[src/rtl/mips_pkg.sv]
// Shared definitions for the instruction-memory loader.
// Holds the loader state encoding and the default memory geometry.
package mips_pkg;

    localparam int DEPTH_DEF = 64;
    localparam int AW_DEF    = $clog2(DEPTH_DEF);

    typedef enum logic [2:0] {
        IDLE,
        COUNT,
        DATA,
        CHECK,
        DONE,
        ERROR
    } ld_state_e;

endpackage

[src/rtl/imem_loader_if.sv]
// Byte-stream input and instruction-memory write port of the loader.
// The loader takes the slave side; the byte source / memory take master.
interface imem_loader_if
    import mips_pkg::*;
#(
    parameter int AW = AW_DEF
);

    logic          in_valid;
    logic [7:0]    in_data;
    logic          in_ready;
    logic          imem_we;
    logic [AW-1:0] imem_addr;
    logic [31:0]   imem_wdata;

    modport master (
        output in_valid, in_data,
        input  in_ready, imem_we, imem_addr, imem_wdata
    );

    modport slave (
        input  in_valid, in_data,
        output in_ready, imem_we, imem_addr, imem_wdata
    );

endinterface

[src/rtl/imem_loader_byte_packer.sv]
// Shifts bytes big-endian into a 32-bit word.
// full pulses the cycle after the 4th byte, with the word held stable.
module byte_packer (
    input  logic        clk,
    input  logic        reset,
    input  logic        clear,
    input  logic        shift,
    input  logic [7:0]  din,
    output logic [31:0] word,
    output logic        last,
    output logic        full
);

    logic [1:0] cnt;

    assign last = shift && (cnt == 2'd3);

    always_ff @(posedge clk) begin
        if (reset) begin
            word <= 32'd0;
            cnt  <= 2'd0;
            full <= 1'b0;
        end else begin
            full <= last;
            if (clear) begin
                cnt <= 2'd0;
            end else if (shift) begin
                word <= {word[23:0], din};
                cnt  <= cnt + 2'd1;
            end
        end
    end

endmodule

[src/rtl/imem_loader.sv]
// Loads a counted, XOR-checksummed byte stream into instruction memory
// and releases the CPU from reset only after a clean load.
module imem_loader
    import mips_pkg::*;
#(
    parameter int DEPTH = DEPTH_DEF,
    parameter int AW    = AW_DEF
) (
    input  logic          clk,
    input  logic          reset,
    input  logic          start,
    imem_loader_if.slave  bus,
    output logic          cpu_reset,
    output logic          done,
    output logic          error
);

    localparam logic [7:0]  DEPTH8 = 8'(DEPTH);
    localparam logic [AW:0] ONE    = (AW + 1)'(1);

    ld_state_e   state, nstate;
    logic        take, cnt_ok;
    logic        pk_shift, pk_clear, pk_last, pk_full;
    logic [31:0] pk_word;
    logic [AW:0] nwords, word_idx;
    logic [7:0]  csum;

    assign take     = bus.in_valid && bus.in_ready;
    assign cnt_ok   = (bus.in_data != 8'd0) && (bus.in_data <= DEPTH8);
    assign pk_shift = (state == DATA) && take;
    assign pk_clear = (state == COUNT) && take && cnt_ok;

    byte_packer u_pack (
        .clk   (clk),
        .reset (reset),
        .clear (pk_clear),
        .shift (pk_shift),
        .din   (bus.in_data),
        .word  (pk_word),
        .last  (pk_last),
        .full  (pk_full)
    );

    // The write lands one cycle after word completion, so the index
    // is advanced on the strobe itself.
    assign bus.imem_we    = pk_full;
    assign bus.imem_addr  = word_idx[AW-1:0];
    assign bus.imem_wdata = pk_word;

    assign bus.in_ready = (state == COUNT) || (state == DATA) ||
                          (state == CHECK);
    assign done      = (state == DONE);
    assign error     = (state == ERROR);
    assign cpu_reset = (state != DONE);

    always_ff @(posedge clk) begin
        if (reset) begin
            state <= IDLE;
        end else begin
            state <= nstate;
        end
    end

    always_comb begin
        nstate = state;
        unique case (state)
            IDLE: begin
                if (start) nstate = COUNT;
            end
            COUNT: begin
                if (take) nstate = cnt_ok ? DATA : ERROR;
            end
            DATA: begin
                if (pk_last && ((word_idx + ONE) == nwords))
                    nstate = CHECK;
            end
            CHECK: begin
                if (take)
                    nstate = (bus.in_data == csum) ? DONE : ERROR;
            end
            DONE, ERROR: begin
                if (start) nstate = COUNT;
            end
            default: nstate = IDLE;
        endcase
    end

    always_ff @(posedge clk) begin
        if (reset) begin
            nwords   <= '0;
            word_idx <= '0;
            csum     <= 8'd0;
        end else if (pk_clear) begin
            nwords   <= bus.in_data[AW:0];
            word_idx <= '0;
            csum     <= 8'd0;
        end else begin
            if (pk_full) word_idx <= word_idx + ONE;
            if (pk_shift) csum <= csum ^ bus.in_data;
        end
    end

endmodule

[src/flat_wrapper.sv]
// flat-port wrapper written by rule: the top's interface ports become plain ports
module imem_loader_flat import mips_pkg::*;
#(
    parameter int DEPTH = DEPTH_DEF,
    parameter int AW    = AW_DEF
)
  (clk, reset, start, cpu_reset, done, error, bus_in_valid, bus_in_data, bus_in_ready, bus_imem_we, bus_imem_addr, bus_imem_wdata);
  imem_loader_if #(.AW(AW)) bus_i ();
  input  logic clk;
  input  logic reset;
  input  logic start;
  output logic cpu_reset;
  output logic done;
  output logic error;
  input wire logic [$bits(bus_i.in_valid)-1:0] bus_in_valid;
  input wire logic [$bits(bus_i.in_data)-1:0] bus_in_data;
  output wire logic [$bits(bus_i.in_ready)-1:0] bus_in_ready;
  output wire logic [$bits(bus_i.imem_we)-1:0] bus_imem_we;
  output wire logic [$bits(bus_i.imem_addr)-1:0] bus_imem_addr;
  output wire logic [$bits(bus_i.imem_wdata)-1:0] bus_imem_wdata;
  assign bus_i.in_valid = bus_in_valid;
  assign bus_i.in_data = bus_in_data;
  assign bus_in_ready = bus_i.in_ready;
  assign bus_imem_we = bus_i.imem_we;
  assign bus_imem_addr = bus_i.imem_addr;
  assign bus_imem_wdata = bus_i.imem_wdata;
  imem_loader #(.DEPTH(DEPTH), .AW(AW)) u_core (.clk(clk), .reset(reset), .start(start), .bus(bus_i), .cpu_reset(cpu_reset), .done(done), .error(error));
endmodule
[config.mk]
export PLATFORM = sky130hd
export DESIGN_NAME = imem_loader_flat
export DESIGN_NICKNAME = d
export VERILOG_FILES = /design/src/rtl/mips_pkg.sv /design/src/rtl/imem_loader_if.sv /design/src/rtl/imem_loader_byte_packer.sv /design/src/rtl/imem_loader.sv /design/src/flat_wrapper.sv
export SDC_FILE = /design/constraint.sdc
export NUM_CORES = 1
export LEC_CHECK = 0
export CORE_MARGIN = 8
export CORE_UTILIZATION = 42
export DETAILED_ROUTE_END_ITERATION = 16
export HOLD_SLACK_MARGIN = 0.12
export PLACE_DENSITY = 0.68
export SYNTH_ARGS = -nofsm -noshare
export SYNTH_HDL_FRONTEND = slang
export SYNTH_SLANG_ARGS = --single-unit
[constraint.sdc]
create_clock -name clk -period 4.9 [get_ports clk]
set_input_delay 0.98 -clock clk [delete_from_list [all_inputs] [get_ports clk]]
set_output_delay 0.98 -clock clk [all_outputs]
set_load 0.05 [all_outputs]
==> run metrics <==
Critical Path Source Type input port; RePlAce Congestion between 0.7 and 0.8; Core Area 5990 um^2; Clk pin slew, worst setup/hold paths 70 ps; Pleak ~1.2 nW; Die Area 9020 um^2; initial antenna violation count 0; Worst Hold Class reg -> reg; part of the cycle the worst path needs 0.703; max-cap violation count 0; most frequent cells in the layout 72 x nand2_1, 60 x dfxtp_1, 54 x clkdlybuf4s50_1; Syn. warnings 0; postcts setup bufs 0; final setup fails 0; CP arrival 3630 ps; status finished, final reports clean; Clock Sinks 60; Power Density between 300 and 400 nW/um^2; RSZ-0062 raised after global routing no; VDD IR max roughly 0.26 mV; Fillers 558; post-CTS sizing 0; most common cell after layout, fill and taps aside nand2_1; number of synthesized register bits 60; global-route wire length before repair 10,100 um; max_slew headroom 0.420; Detailed Route WL 6020 um; Syn Std Cell Area 2620 um^2; Hold Fails Final Rpt 0; 1st-pass router iterations 4; Final Max Tran Viols 0; CTS root buf clkbuf_8; Mapped Cells 307; TritonCTS clock tree built; crit path time final 3450 ps; net count after synthesis roughly 320; detailed-route vias per instance 4.91; number of buffers created by CTS 9; wire length per cell 14.0 um; Synth cell types 38; register area share after synthesis 0.459; later-pin clock latency in the skew report 330 ps; H-tree levels 3; All-Layer GR Usage 0.143; final hold slack 454 ps; setup TNS 0 ps; Die Y 95.0 um; CP max FO 17; Post-DP Area 3150 um^2; IO Pins 55; Post-route DRC 0; Area Overhead vs Synth 28.0%; largest net degree at the start of global routing 48; Remaining Overflow, GRT 0; Post-layout nets around 360; Final Cell Area 3350 um^2; post-DP HPWL 4180 um; CTS max path bufs 2; FF+latch area 1200 um^2; via count 2,105; multi-input logic area 1280 um^2; ant diodes 0; post-route ant nets 0; number of DRC markers in iteration 0 123; fmax 0.290 GHz; Slew @ Worst Pin 870 ps; Core Rows 28; Die Width approximately 95 um; CP Capture Type flip-flop; Crit Path Category in -> reg; ratio of cells with drive above 1 in the final layout 0.0932; Mean Syn Cell Area ~8.5 um^2; Final Skew between 9 and 10 ps; Initial Utilization 0.437; vias in the first global route 2,006; # port buffers 54; hold_buf cts 0; Data required, critical path 5090 ps
where the power goes:
group	internal, W	leakage [nW]	switching [W]
Clock	0.000259	0.105	0.000188
Combinational	0.0000825	0.604	0.000160
Sequential	0.000511	0.484	0.0000302
Total	0.000852	1.19	0.000378
synthesized netlist by cell type:
master	instances	area share
o41ai_1	3	0.010
nand3_4	1	0.0067
buf_1	1	0.0014
or4_1	1	0.0029
buf_4	6	0.017
xnor2_1	14	0.047
and3_1	2	0.0048
and3b_1	1	0.0033
a2111oi_0	1	0.0033
mux2i_1	8	0.031
o221ai_1	1	0.0033
buf_6	1	0.0043
dfxtp_1	60	0.46
nor4bb_1	1	0.0038
nor2b_1	1	0.0024
buf_8	1	0.0057
nand4_1	6	0.014
o31ai_1	1	0.0029
nand2_1	72	0.10
nor2_1	19	0.027
nor4_4	1	0.0081
a21oi_1	35	0.067
xor2_1	17	0.057
ha_1	2	0.0096
nor4_2	2	0.0096
or2_1	1	0.0024
inv_1	4	0.0057
buf_2	2	0.0038
a2111o_1	1	0.0043
clkbuf_1	14	0.020
a21boi_0	1	0.0029
nor4_1	1	0.0024
nand3_1	6	0.011
o31a_1	1	0.0033
nand2b_1	1	0.0024
o21ai_0	4	0.0076
nor2_2	10	0.024
nor3_1	3	0.0057
stage by stage:
| stage | std cells | power, W | setup WS (ps) | util |
|---|---|---|---|---|
| finish | 429 | 0.00123 | 1450 | 0.560 |
| global route | 429 | 0.00129 | 1240 | 0.560 |
| CTS | 429 | 0.00124 | 1420 | 0.560 |
| detailed placement | 414 | 0.000795 | 1070 | 0.526 |
| global placement | 414 | 0.000795 | 1170 | 0.526 |
| floorplan | 307 | 0.000720 | 2130 | - |
state kept, by name, indices dropped and copies added (netlist names):
register            cells
u_core.u_pack.cnt       2
u_core.nwords           7
u_core.u_pack.full      1
u_core.csum             8
u_core.word_idx         7
u_core.u_pack.word     32
u_core.state            3
critical path, stage by stage:
cell and delay (ps):
clkdlybuf4s50_1 500, or4_1 590, o31a_1 290, nor4_4 280, nand3_4 200, nand2b_1 680, nor2_1 120
cell type report:
| cell class | instances | share of cell area |
|---|---|---|
| clock inverter | 4 | 0.0146 |
| clock buffer | 11 | 0.0451 |
| tap | 75 | 0.0280 |
| inverter | 4 | 0.00448 |
| multi-input combinational | 218 | 0.382 |
| timing repair buffer | 57 | 0.168 |
| sequential | 60 | 0.358 |
cell families (layout without fill, tap and decap cells):
family	count (synthesis)	after routing	share of synthesized area
AOI/OAI and AO/OA	48	48	0.105
xor gates and xnor gates	31	31	0.104
adders and majority gates	2	2	0.00955
buffers and inverters	29	76	0.0583
DFF	60	60	0.459
muxes	8	8	0.0306
and+or+nand+nor	129	129	0.235
metal layers:
metal  global-route usage  share of wire
met5                    0              0
met3               0.0373          0.041
met1                0.180           0.46
met2                0.218           0.48
met4               0.0767          0.018
worst paths after layout:
check                         start                      to  slack (ps)  cells past startpoint
min reg2reg  u_core.u_pack.word[25]  u_core.u_pack.word[25]         450                      2
max                  bus_in_data[5]      u_core.word_idx[0]        1450                      7
min          u_core.u_pack.word[25]  u_core.u_pack.word[25]         450                      2
max reg2reg      u_core.word_idx[0]         u_core.state[1]        2430                      7
Note: power is estimated with default switching activity, not from simulation.
